## config.mk

```make
export PLATFORM = sky130hd
export DESIGN_NAME = mux_scan_ctrl
export DESIGN_NICKNAME = d
export VERILOG_FILES = /design/src/rtl/mux_scan_pkg.sv /design/src/rtl/mux_scan_ctrl_dec.sv /design/src/rtl/mux_scan_ctrl.sv
export SDC_FILE = /design/constraint.sdc
export NUM_CORES = 1
export LEC_CHECK = 0
export CORE_UTILIZATION = 45
export CTS_BUF_LIST = sky130_fd_sc_hd__clkbuf_2
export DETAILED_ROUTE_END_ITERATION = 8
export PLACE_DENSITY_LB_ADDON = 0.25
export SLEW_MARGIN = 20
export SYNTH_ARGS = -nofsm -noshare
export SYNTH_HDL_FRONTEND = slang
export SYNTH_SLANG_ARGS = --single-unit
```

## constraint.sdc

```tcl
create_clock -name clk -period 2.4 [get_ports clk]
set_input_delay 0.48 -clock clk [delete_from_list [all_inputs] [get_ports clk]]
set_output_delay 0.48 -clock clk [all_outputs]
set_load 0.02 [all_outputs]
```

## src/rtl/mux_scan_pkg.sv

```systemverilog
// Shared types and sizes for the analog mux scan controller.
package mux_scan_pkg;

    localparam int NUM_CH = 4;
    localparam int CH_W   = 2;
    localparam int CNT_W  = 16;

    typedef enum logic [2:0] {
        IDLE,
        SETTLE,
        CONVERT,
        WAIT,
        HOLD
    } scan_state_t;

endpackage

```

## src/rtl/mux_scan_ctrl_dec.sv

```systemverilog
// 2:4 decoder for the analog mux.
// The outputs are active-low: the selected channel's line is driven low.
module mux_scan_ctrl_dec
    import mux_scan_pkg::*;
(
    input  logic [CH_W-1:0]   addr,
    output logic [NUM_CH-1:0] sel
);

    // Drive every select high, then pull the addressed channel low.
    always_comb begin
        sel       = '1;
        sel[addr] = 1'b0;
    end

endmodule

```

## src/rtl/mux_scan_ctrl.sv

```systemverilog
// Scans the four mux channels in order.
// For each channel it selects the channel and waits the settle time.
// It then fires one ADC conversion and captures the result.
// The result is offered downstream on a valid/ready pair.
module mux_scan_ctrl
    import mux_scan_pkg::*;
#(
    parameter int SETTLE_CYCLES = 16,
    parameter int DATA_W        = 12
) (
    input  logic              clk,
    input  logic              reset,
    input  logic              en,
    output logic [CH_W-1:0]   addr,
    output logic [3:0]        sel,
    output logic              conv_start,
    input  logic              conv_done,
    input  logic [DATA_W-1:0] conv_data,
    output logic [DATA_W-1:0] sample_data,
    output logic [CH_W-1:0]   sample_ch,
    output logic              sample_valid,
    input  logic              sample_ready,
    output logic              frame_done
);

    // The counter is loaded with SETTLE_CYCLES-1 and counts down to 0.
    // This keeps SETTLE exactly SETTLE_CYCLES cycles long.
    localparam logic [CNT_W-1:0] SETTLE_LOAD = CNT_W'(SETTLE_CYCLES - 1);

    scan_state_t       state, state_next;
    logic [CNT_W-1:0]  cnt, cnt_next;
    logic [CH_W-1:0]   addr_next;
    logic              capture;
    logic              accept;

    mux_scan_ctrl_dec u_dec (
        .addr (addr),
        .sel  (sel)
    );

    // conv_start is decoded from registered state.
    // CONVERT lasts one cycle, so the pulse is one clean cycle wide.
    assign conv_start = (state == CONVERT);

    // Register the state and the counter; reset overrides everything.
    always_ff @(posedge clk) begin
        if (reset) begin
            state <= IDLE;
            cnt   <= '0;
            addr  <= '0;
        end else begin
            state <= state_next;
            cnt   <= cnt_next;
            addr  <= addr_next;
        end
    end

    // Compute the next state, counter and channel.
    // Also flag the capture and accept events for the sample register.
    always_comb begin
        state_next = state;
        cnt_next   = cnt;
        addr_next  = addr;
        capture    = 1'b0;
        accept     = 1'b0;
        case (state)
            IDLE: begin
                addr_next = '0;
                if (en) begin
                    cnt_next   = SETTLE_LOAD;
                    state_next = SETTLE;
                end
            end
            SETTLE: begin
                if (cnt == '0) begin
                    state_next = CONVERT;
                end else begin
                    cnt_next = cnt - CNT_W'(1);
                end
            end
            CONVERT: begin
                state_next = WAIT;
            end
            WAIT: begin
                if (conv_done) begin
                    capture    = 1'b1;
                    state_next = HOLD;
                end
            end
            HOLD: begin
                if (sample_valid && sample_ready) begin
                    accept = 1'b1;
                    if (en) begin
                        addr_next  = addr + CH_W'(1);
                        cnt_next   = SETTLE_LOAD;
                        state_next = SETTLE;
                    end else begin
                        addr_next  = '0;
                        state_next = IDLE;
                    end
                end
            end
            default: begin
                state_next = IDLE;
            end
        endcase
    end

    // Single-entry sample register.
    // It is only loaded from WAIT, so an unaccepted sample is never overwritten.
    // frame_done pulses when the channel-3 sample is taken.
    always_ff @(posedge clk) begin
        if (reset) begin
            sample_data  <= '0;
            sample_ch    <= '0;
            sample_valid <= 1'b0;
            frame_done   <= 1'b0;
        end else begin
            frame_done <= accept && (addr == CH_W'(NUM_CH - 1));
            if (capture) begin
                sample_data  <= conv_data;
                sample_ch    <= addr;
                sample_valid <= 1'b1;
            end else if (accept) begin
                sample_valid <= 1'b0;
            end
        end
    end

endmodule

```

# Word-level counts from Yosys, hierarchy flattened
# Index checks and enable logic that the tools add are counted.
# Widths: inputs -> output; s select.
[word_totals] regBits=37 latchBits=0 mem_bits_rw=0 romBits=0 input_bits=17 out_inout_bits=23 word_cells=54 memories=0
[classes] n_addsub=2 multipliers=0 div=0 magnitude_cmp=2 eq_ne=10 shift=0 mux=21 n_bitwise=1 reduce_logical=11
[ops] op="$mux 16" n=3
[ops] op="$pmux 16 s3" n=1
[ops] op="$logic_not 16->1" n=1
[ops] op="$sub 16x1->16 const B" n=1
[ops] op="$pmux 3 s5" n=1
[ops] op="$mux 3" n=4
[ops] op="$ne 2x2->1 const B" n=5
[ops] op="$mux 1" n=8
[ops] op="$eq 3x2->1 const B" n=2
[ops] op="$mux 2" n=2
[ops] op="$not 4->4" n=1
[ops] op="$pmux 2 s2" n=1
[ops] op="$reduce_and 4->1" n=1
[ops] op="$reduce_bool 2->1" n=2
[ops] op="$eq 3x1->1 const B" n=1
[ops] op="$eq 3x3->1 const B" n=1
[ops] op="$logic_and 1x1->1" n=3
[ops] op="$logic_not 3->1" n=1
[ops] op="$lt 2x3->1 const B" n=1
[ops] op="$reduce_and 3->1" n=1
[ops] op="$reduce_bool 3->1" n=1
[ops] op="$add 2x1->2 const B" n=1
[ops] op="$demux 1 s2" n=1
[ops] op="$eq 2x2->1 const B" n=1
[ops] op="other kinds (2)" n=2

# Longest topological paths before layout
# Gate-level depths: netlist of the first run.
[depth] ltp_word=5 ltp_mapped=7 depth_no_buf=6

# Modules after synthesis
# Synthesis of the first run repeated with hierarchy kept, for this count alone.
[hier_totals] hier_cells=222 area_unflattened_um2=1826.8
[by_module_without_submodules] module="mux_scan_ctrl" instances=1 cells_per_inst=218 area_per_inst_um2=1804.2 seq_area_each_um2=740.7
[by_module_without_submodules] module="mux_scan_ctrl_dec" instances=1 cells_per_inst=4 area_per_inst_um2=22.5 seq_area_each_um2=0.0

# Worst setup path before layout of the first run
# No wires, ideal clock.
[synth_path] kind="register to register" from="register cnt[0]" to="register cnt[5]" setup_time_ns=0.072 t_arrival_ns=1.857 required_ns=2.328 setup_slack_ns=0.471 stages_incl_launch_ff=7 path_buffers=0 period_less_slack_ns=1.929 path_cell_list="dfxtp_1 -> inv_1 -> ha_1 -> or3b_2 -> nor4b_4 -> a211o_2 -> mux2i_1"
[synth_via] elab_chain_len=3 elab_cells_between_ends=6 cone_classes="1 x add/sub; 1 x eq/ne; 2 x mux; 2 x reduce/logical"
[synth_lines] element="start, declared" line_no="mux_scan_ctrl.sv:31" source="logic [CNT_W-1:0] cnt, cnt_next;"
[synth_lines] element="start signal, assigned" line_no="mux_scan_ctrl.sv:53" source="cnt <= cnt_next;"
[synth_lines] element="$sub 16x1->16 or $logic_not 16->1 (tied branches)" line_no="mux_scan_ctrl.sv:78, mux_scan_ctrl.sv:75"
[synth_lines] element="$mux 16 or $ne 2x2->1 (tied branches)"
[synth_lines] element="$pmux 16 s3 or $reduce_and 3->1 (tied branches)"
# Parallel ways exist; a longest one is shown, timed or not. The select of a mux whose other input is x is not followed.
# A chain may end at the register's enable or synchronous reset.

# Final worst setup path of the first run
[layout_path] from="register addr[1]" to="output sel[0]"
[layout_via] elab_chain_len=5 elab_cells_between_ends=6 cone_classes="2 x order compare; 2 x mux; 1 x bitwise; 1 x reduce/logical"
[layout_lines] element="start, declared" line_no="mux_scan_ctrl.sv:14" source="output logic [CH_W-1:0] addr,"
[layout_lines] element="start signal, assigned" line_no="mux_scan_ctrl.sv:54" source="addr <= addr_next;"
[layout_lines] element="$lt 2x3->1 (implied by the code) or $ge 2x1->1 (tied branches)" line_no="mux_scan_ctrl_dec.sv:13" source="sel[addr] = 1'b0;"
[layout_lines] element="$logic_and 1x1->1 (implied by the code)" line_no="mux_scan_ctrl_dec.sv:13"
[layout_lines] element="$mux 1 (implied by the code)" line_no="mux_scan_ctrl_dec.sv:13"
[layout_lines] element="$demux 1 s2 (*)"
[layout_lines] element="$not 4->4 (no source line) (*)"
[layout_lines] element="end, declared" line_no="mux_scan_ctrl.sv:15" source="output logic [3:0] sel,"
# Every way passes the cells marked *; elsewhere a longest branch is shown, timed or not.

==> run metrics, run 1 <==
Final Core Density=61.64%; I/O pin count=40; die span in y=67.92 um; R2R cell count=7; internal reg-to-reg setup slack=320 ps; Crit Path Max Fanout=7; clock share of power=~14%; Worst Skew=18.66 ps; Post-Synthesis Cells=around 240; H-tree Lvls=2; Sink Count=37; Tmin final=2278 ps; Final Setup Violations=0; Peak supply drop=874.2 uV; Slew Limit Fails=0; Fillers=between 300 and 400; core footprint=0.004086 mm2; initial DRC count=between 100 and 150; Worst slew margin=approximately two thirds; CTS clk-pin slew, worst paths=190 ps; DR vias=about 1.9k; Area growth, synth to finish=28.79%; Power Internal=between 1500 and 2000 uW; final period utilization=94.91%; antenna-violating nets left=0; synth unique cells=50; MaxCap Viol Count=0; GP Congestion=approximately 0.86; post-synth net total=260; Setup crit end kind=output port; CP required=roughly 1900 ps; nets@finish=307; number of global-route vias before repair=1568; HP Class=reg2reg; Switch Pwr=1137 uW; drt total wl=4610 um; vias per cell=5.567; CTS tree=built; die area=roughly 0.0046 mm2; min-delay src=sample_data[2]; antenna cells=0; CTS Hold Bufs=0; CTS Buf Count=5; Seq/Total Area, Yosys=37.88%; grt ovf=0; Setup Buffers After CTS=0; Initial DRT Pass Iterations=4; largest net degree at the start of global routing=17; TNS Setup=0 ps; Worst-Skew Late Latency=390 ps; CP arrival=1800 ps; Pleak=0.0009272 uW; initial antenna violation count=0; Avg Inst Size Synth=8.217 um2; Port Buf Inserts=39; Flop pwr share=34.2%; cts repair resizes=0; outcome=completed; critical path class=reg2out; Async S/R FF share, synth=0%; DRC=0; detailed placement HPWL=3385 um; Worst Setup Start Kind=flip-flop; Post-synth EDFFs=0; root buf cell=clkbuf_2; clock buffer depth=2; Least-Margin Pin Slew=471.2 ps; FF-to-FF Start=cnt[1]; RSZ-0062 raised after global routing=false; # rows=23; Comb power frac=52.0%; die width=around 68 um; Total GRT Usage=roughly a fifth; Net Sw Frac=42.18%; layout cell share with drive strength beyond 1=roughly an eighth; dpl cells=about 330; hold depth=2; PwrDens=~1100 mW/mm2; cell area after synthesis=0.001956 mm2; Crit Reg-Reg Endpoint=cnt[3]; first-pass GRT wire length=7307 um; worst-case hold path end point=sample_data[2]; Starting Density=between 40% and 50%; hold slack final=about 460 ps; YS warnings=0; DR WL/cell=13.76 um; top_reg_cell synth=dfxtp_1; Final Non-Filler Cells=~340; endpoints failing hold=0; FMAX=0.4390 GHz; Seq cells post-synth=37
-- power groups by stage --
stage	Sequential, uW	Clock, uW	Combinational [uW]
floorplan	881	0	1020
global placement	919	0	1350
detailed placement	928	0	1370
CTS	916	385	1390
global route	948	417	1530
finish	922	372	1400
-- kinds of logic (layout without fill, tap and decap cells) --
family	count (synthesis)	after routing	share of synthesized area (%)
and+or+nand+nor	105	105	30.45
AOI/OAI and AO/OA	60	60	19.90
DFF	37	37	37.88
buffers and inverters	23	70	4.478
muxes	8	8	4.095
adders and majority gates	5	5	3.199
-- critical path: stages (launching register included) --
cell	delay [ps]
dfxtp_1	490
inv_1	100
ha_1	190
inv_1	50
clkdlybuf4s50_1	590
-- cells in the mapped netlist (2+ instances only) --
cell type / number / area (um2)
a211oi_1: 4 / 30.03
nor4b_1: 2 / 17.52
mux2i_1: 8 / 80.08
a221oi_1: 2 / 17.52
dfxtp_1: 37 / 740.7
and3_1: 4 / 25.02
o31ai_1: 3 / 22.52
nor4_1: 6 / 37.54
o2111ai_1: 2 / 17.52
nor2_1: 11 / 41.29
nand3_1: 3 / 15.01
nand2_1: 43 / 161.4
nand4b_1: 2 / 17.52
o21ai_0: 7 / 35.03
ha_1: 5 / 62.56
inv_1: 12 / 45.04
nand2b_1: 10 / 62.56
or3b_2: 2 / 17.52
nand4_1: 2 / 12.51
clkbuf_1: 9 / 33.78
nor3_1: 4 / 20.02
or2_2: 3 / 18.77
or4_1: 2 / 15.01
a21oi_1: 26 / 130.1
o21a_1: 3 / 22.52
a211o_2: 2 / 20.02
-- metal layers --
layer	global-route usage (%)	part of all wire, %	vias up
met4	7.292	1.1	0
met3	5.333	5.0	7
met2	30.02	46	47
met1	29.79	47	863
met5	0	0	-
li1	-	-	948
-- through the flow --
stage / instance area [um2] / total power (uW) / setup WS [ps]
CTS: 2516 / 2688 / 47.67
finish: 2519 / 2696 / 122.1
detailed placement: 2456 / 2302 / 50.83
global route: 2519 / 2892 / 5.181
global placement: 2456 / 2270 / 92.83
floorplan: 1956 / 1901 / 471.4
-- layout by cell type (no fill, tap or decap), types with 2 or more instances in the layout --
cell and n:
nor3_1 4, clkdlybuf4s50_1 39, buf_4 12, nand3_1 3
or2_2 3, nor4b_1 2, nand2_1 43, a211o_2 2
or3b_2 2, nand4_1 2, inv_1 12, ha_1 5
clkbuf_2 5, nor4_1 6, o31ai_1 3, o21a_1 3
nand2b_1 10, a221oi_1 2, mux2i_1 8, dfxtp_2 2
and3_1 4, dfxtp_1 35, a211oi_1 4, o2111ai_1 2
nand4b_1 2, or4_1 2, o21ai_0 7, nor2_1 11
a21oi_1 26
-- flip-flops by register name, summed over array words and instances, names as in the netlist --
name          flops
sample_valid      1
cnt              16
sample_ch         2
frame_done        1
addr              2
state             3
sample_data      12
-- worst max path at each step --
stage | endpoint | startpoint | slack (ps) | depth (start not counted)
floorplan | cnt[5] | cnt[0] | 470 | 6
global placement | cnt[10] | en | 90 | 6
detailed placement | cnt[15] | en | 50 | 6
CTS | sel[0] | addr[0] | 50 | 4
global route | sel[1] | addr[1] | 5 | 4
finish | sel[0] | addr[1] | 120 | 4
-- final cells by class --
type                    instances  area [um2]  area share [%]
inverters                      12       45.04           1.788
clock inverters                 2       35.03           1.391
clock buffers                   5       25.02          0.9935
well taps                      50       62.56           2.484
repair buffers                 51       480.5           19.08
flip-flops and latches         37       743.2           29.51
multi-input cells             178        1127           44.76
Power figures use the tool's default switching activity.
==> inputs of run 2 (changes only) <==
--- a/config.mk
+++ b/config.mk
@@ -5,6 +5,7 @@
 export SDC_FILE = /design/constraint.sdc
 export NUM_CORES = 1
 export LEC_CHECK = 0
+export CORE_ASPECT_RATIO = 1.5
 export CORE_UTILIZATION = 45
 export CTS_BUF_LIST = sky130_fd_sc_hd__clkbuf_2
 export DETAILED_ROUTE_END_ITERATION = 8
==> run metrics, run 2 (synthesized netlist as in run 1, its figures left out) <==
initial DRC count=55; Port Buf Inserts=39; die width=55.83 um; number of cells on the critical path=3; grt ovf=0; CP Buf/Inv Count=1; delay-heaviest family, CP=buffers and inverters; crit-path cells=nand2b_1, nor2_1, clkdlybuf4s50_1; detailed placement HPWL=3484 um; Peak supply drop=939.8 uV; FMAX=between 0.4 and 0.5 GHz; DR WL/cell=14.15 um; Starting Density=46.46%; antenna-violating nets left=0; RSZ-0062 raised after global routing=false; layout cell share with drive strength beyond 1=about an eighth; final period utilization=94.02%; H-tree Lvls=2; vias per cell=5.623; number of global-route vias before repair=1759; clock buffer depth=2; die area=0.004619 mm2; MaxCap Viol Count=0; final worst slack=143.5 ps; nets@finish=between 300 and 400; Sink Count=37; Final Non-Filler Cells=332; outcome=completed; dpl cells=324; I/O pin count=40; Least-Margin Pin Slew=~530 ps; hold depth=2; Worst Setup Start Kind=flip-flop; HP Class=reg2reg; TNS Setup=0 ps; DRC=0; Initial DRT Pass Iterations=4; Area growth, synth to finish=27.64%; most frequent cells in the layout=nand2_1, clkdlybuf4s50_1, dfxtp_1, a21oi_1; Worst-Skew Late Latency=390 ps; root buf cell=clkbuf_2; CTS tree=built; DR vias=1867; CTS clk-pin slew, worst paths=190 ps; endpoints failing hold=0; critical path class=reg2out; PwrDens=1049 mW/mm2; Slew Limit Fails=0; GP Congestion=around 0.88; most common cell after layout, fill and taps aside=nand2_1; drt total wl=around 4700 um; die span in y=82.74 um; biggest regs=cnt: 16 flops, sample_data: 12 flops, state: 3 flops; Worst Skew=31.67 ps; Pleak=0.0009177 uW; max FFs per register=16; Final Setup Violations=0; # rows=29; CP required=1920 ps; CTS Hold Bufs=0; pre-CTS WS=between 90 and 100 ps; slowest stage delay, CP=~600 ps; CP max stage cell=clkdlybuf4s50_1; largest net degree at the start of global routing=17; Worst slew margin=64.04%; CP arrival=between 1500 and 2000 ps; initial antenna violation count=0; first-pass GRT wire length=7534 um; CTS Buf Count=5; Crit Path Max Fanout=10; Setup crit end kind=output port; R2R cell count=7; Tmin final=about 2300 ps; core footprint=0.004209 mm2; Fillers=403; Biggest register=cnt; power after layout=2618 uW; Total GRT Usage=between 20% and 30%; antenna cells=0
run 2: cell count changes in the layout (fill, tap and decap cells not counted), sizes merged:
| cell | previous run | this run |
|---|---|---|
| clkinvlp | 0 | 1 |
| bufinv | 1 | 0 |
| clkinv | 1 | 0 |
| clkbuf | 5 | 7 |
run 2: power breakdown:
part	switching, uW	total (uW)	internal [uW]
logic	760	1410	648
registers	179	917	738
clock network	212	293	80.7
run 2: repair_timing:
item | CTS | global route
gates resized for setup | 0 | 2
endpoints found under the setup margin | 0 | 3
setup buffers | 0 | 0
run 2: path summary, 6_finish.rpt:
kind	startpoint	to	slack, ps
setup / recovery	state[1]	conv_start	140
hold / removal	sample_data[2]	sample_data[2]	470
setup reg to reg	cnt[0]	cnt[3]	310
hold reg to reg	sample_data[2]	sample_data[2]	470
run 2: worst reg2reg max path: stages (launching register included):
cell      delay [ps]
dfxtp_1          380
inv_1             90
ha_1             210
or3b_2           540
nor4b_4          310
buf_4            210
a211oi_1         100
o21a_1           180
run 2: per-layer routing:
metal / share of wire, % / track usage, % / vias up
li1: - / - / 950
met1: 42 / 21.68 / 866
met2: 52 / 39.04 / 44
met3: 3.9 / 4.984 / 7
met4: 1.6 / 9.024 / 0
met5: 0 / 0 / -
run 2: per-stage QoR:
stage / util, % / area (um2) / hold WS (ps)
global placement: 58.23 / 2451 / 441.6
detailed placement: 58.23 / 2451 / 449.6
CTS: 59.24 / 2494 / 471.7
finish: 59.30 / 2496 / 469.9
floorplan: - / 1956 / 456.2
global route: 59.30 / 2496 / 485.7
run 2: area by class of cell:
cell class / count / area (um2) / share of cell area (%)
multi-input cells: 178 / 1127 / 45.16
flip-flops and latches: 37 / 743.2 / 29.77
repair buffers: 51 / 480.5 / 19.25
well taps: 46 / 57.56 / 2.306
inverters: 12 / 45.04 / 1.805
clock buffers: 7 / 35.03 / 1.404
clock inverters: 1 / 7.507 / 0.3008
==> inputs of run 3 (changes only) <==
--- a/config.mk
+++ b/config.mk
@@ -9,6 +9,7 @@
 export CORE_UTILIZATION = 45
 export CTS_BUF_LIST = sky130_fd_sc_hd__clkbuf_2
 export DETAILED_ROUTE_END_ITERATION = 8
+export GPL_ROUTABILITY_DRIVEN = 0
 export PLACE_DENSITY_LB_ADDON = 0.25
 export SLEW_MARGIN = 20
 export SYNTH_ARGS = -nofsm -noshare
==> constraint.sdc (replaced) <==
create_clock -name clk -period 2.8 [get_ports clk]
set_input_delay 0.56 -clock clk [delete_from_list [all_inputs] [get_ports clk]]
set_output_delay 0.56 -clock clk [all_outputs]
set_load 0.02 [all_outputs]
==> run metrics, run 3 (synthesized netlist as in run 1, its figures left out) <==
HP Class=reg2reg; antenna-violating nets left=0; grt peak-use layer=met2; CP Buf/Inv Count=3; # rows=29; Pleak=0.0008853 uW; DRC=0; first-pass GRT wire length=7093 um; delay-heaviest family, CP=buffers and inverters; CTS clk-pin slew, worst paths=roughly 190 ps; CP max stage cell=clkdlybuf4s50_1; drt total wl=4590 um; Final Setup Violations=0; cts repair resizes=0; detailed placement HPWL=roughly 3400 um; CTS Buf Count=5; die area=approximately 0.0046 mm2; MaxCap Viol Count=0; core footprint=approximately 0.0042 mm2; Crit Path Max Fanout=7; initial antenna violation count=0; Tmin final=between 2000 and 2500 ps; DR WL/cell=about 14 um; Worst Setup Start Kind=flip-flop; Setup crit end kind=output port; most common cell after layout, fill and taps aside=nand2_1; clock share of power=11.3%; max FFs per register=16; Net Sw Frac=44.49%; number of global-route vias before repair=1611; critical path class=reg2out; Slew Limit Fails=0; biggest regs=cnt: 16 flops, sample_data: 12 flops, state: 3 flops; Fillers=roughly 400; met1 Use GR=roughly 22%; antenna cells=0; Starting Density=46.46%; root buf cell=clkbuf_2; RSZ-0062 raised after global routing=false; Worst-Skew Late Latency=400 ps; Biggest register=cnt; CP arrival=1860 ps; CTS tree=built; Area growth, synth to finish=24.89%; final period utilization=86.46%; DR vias=between 1.5k and 2k; crit-path cells=inv_1, ha_1, inv_1, clkdlybuf4s50_1; Sink Count=37; Initial DRT Pass Iterations=4; Setup Buffers After CTS=0; Switch Pwr=961.1 uW; slowest stage delay, CP=590 ps; PwrDens=884.5 mW/mm2; Port Buf Inserts=39; CTS Hold Bufs=0; Total GRT Usage=19.79%; number of cells on the critical path=4; Least-Margin Pin Slew=671.0 ps; most frequent cells in the layout=nand2_1, clkdlybuf4s50_1, dfxtp_1, a21oi_1, inv_1; nets@finish=300; layout cell share with drive strength beyond 1=~11%; grt ovf=0; CP required=2240 ps; die width=around 56 um; H-tree Lvls=2; FMAX=0.4130 GHz; grt met3 use=4.673%; Flop pwr share=36.5%; Final Core Density=58.03%; largest net degree at the start of global routing=28; Critical Path Most Common Cell=inv_1; Worst Skew=11.40 ps; Worst slew margin=54.85%; vias per cell=roughly 5.6; Power Internal=~1200 uW; I/O pin count=40; initial DRC count=45; TNS Setup=0 ps; outcome=completed; hold depth=2; Comb power frac=52.2%; GRT met2 Usage=36.51%; R2R cell count=6; hold slack final=467.2 ps; endpoints failing hold=0; clock buffer depth=2; Peak supply drop=705.5 uV; die span in y=82.74 um
==> run 3: cell count changes in the layout (fill, tap and decap cells not counted), moves of 2 or more <==
cell / delta
buf_4: -7
clkinv_2: +2
dfxtp_2: -2
dfxtp_1: +2
==> run 3: layout make-up <==
class / count / area, um2 / area share [%]
multi-input cells: 178 / 1131 / 46.31
flip-flops and latches: 37 / 740.7 / 30.33
repair buffers: 44 / 427.9 / 17.52
well taps: 46 / 57.56 / 2.357
inverters: 12 / 45.04 / 1.844
clock buffers: 6 / 30.03 / 1.230
clock inverters: 2 / 10.01 / 0.4098
==> run 3: path summary, 6_finish.rpt <==
kind,startpoint,endpoint,slack [ps]
worst max-delay path,addr[1],sel[0],380
worst min-delay path,sample_data[5],sample_data[5],470
worst max register to register,cnt[0],cnt[5],580
worst min register to register,sample_data[5],sample_data[5],470
==> run 3: tightest hold or removal path, stage by stage (launching register included) <==
cell,delay (ps)
dfxtp_1,350
nand2_1,50
a21oi_1,50
==> run 3: metal layers <==
| layer | up-vias | share of wire [%] |
|---|---|---|
| li1 | 935 | - |
| met1 | 847 | 42 |
| met2 | 47 | 51 |
| met3 | 7 | 4.9 |
| met4 | 0 | 1.9 |
| met5 | - | 0 |
==> run 3: stage by stage <==
step,std cells,total power (uW),instance area (um2),worst slack (ps)
detailed placement,317,1916,2399,212.4
CTS,325,2161,2439,337.5
global placement,317,1906,2399,265.6
finish,325,2160,2442,379.0
floorplan,238,1629,1956,871.4
global route,325,2309,2442,270.5
==> run 3: power by group through the flow <==
stage | clock network [uW] | logic (uW) | registers, uW
6_report | 245 | 1130 | 788
5_1_grt | 274 | 1230 | 805
4_1_cts | 251 | 1130 | 785
3_5_place_dp | 0 | 1120 | 797
3_3_place_gp | 0 | 1110 | 795
2_1_floorplan | 0 | 874 | 755
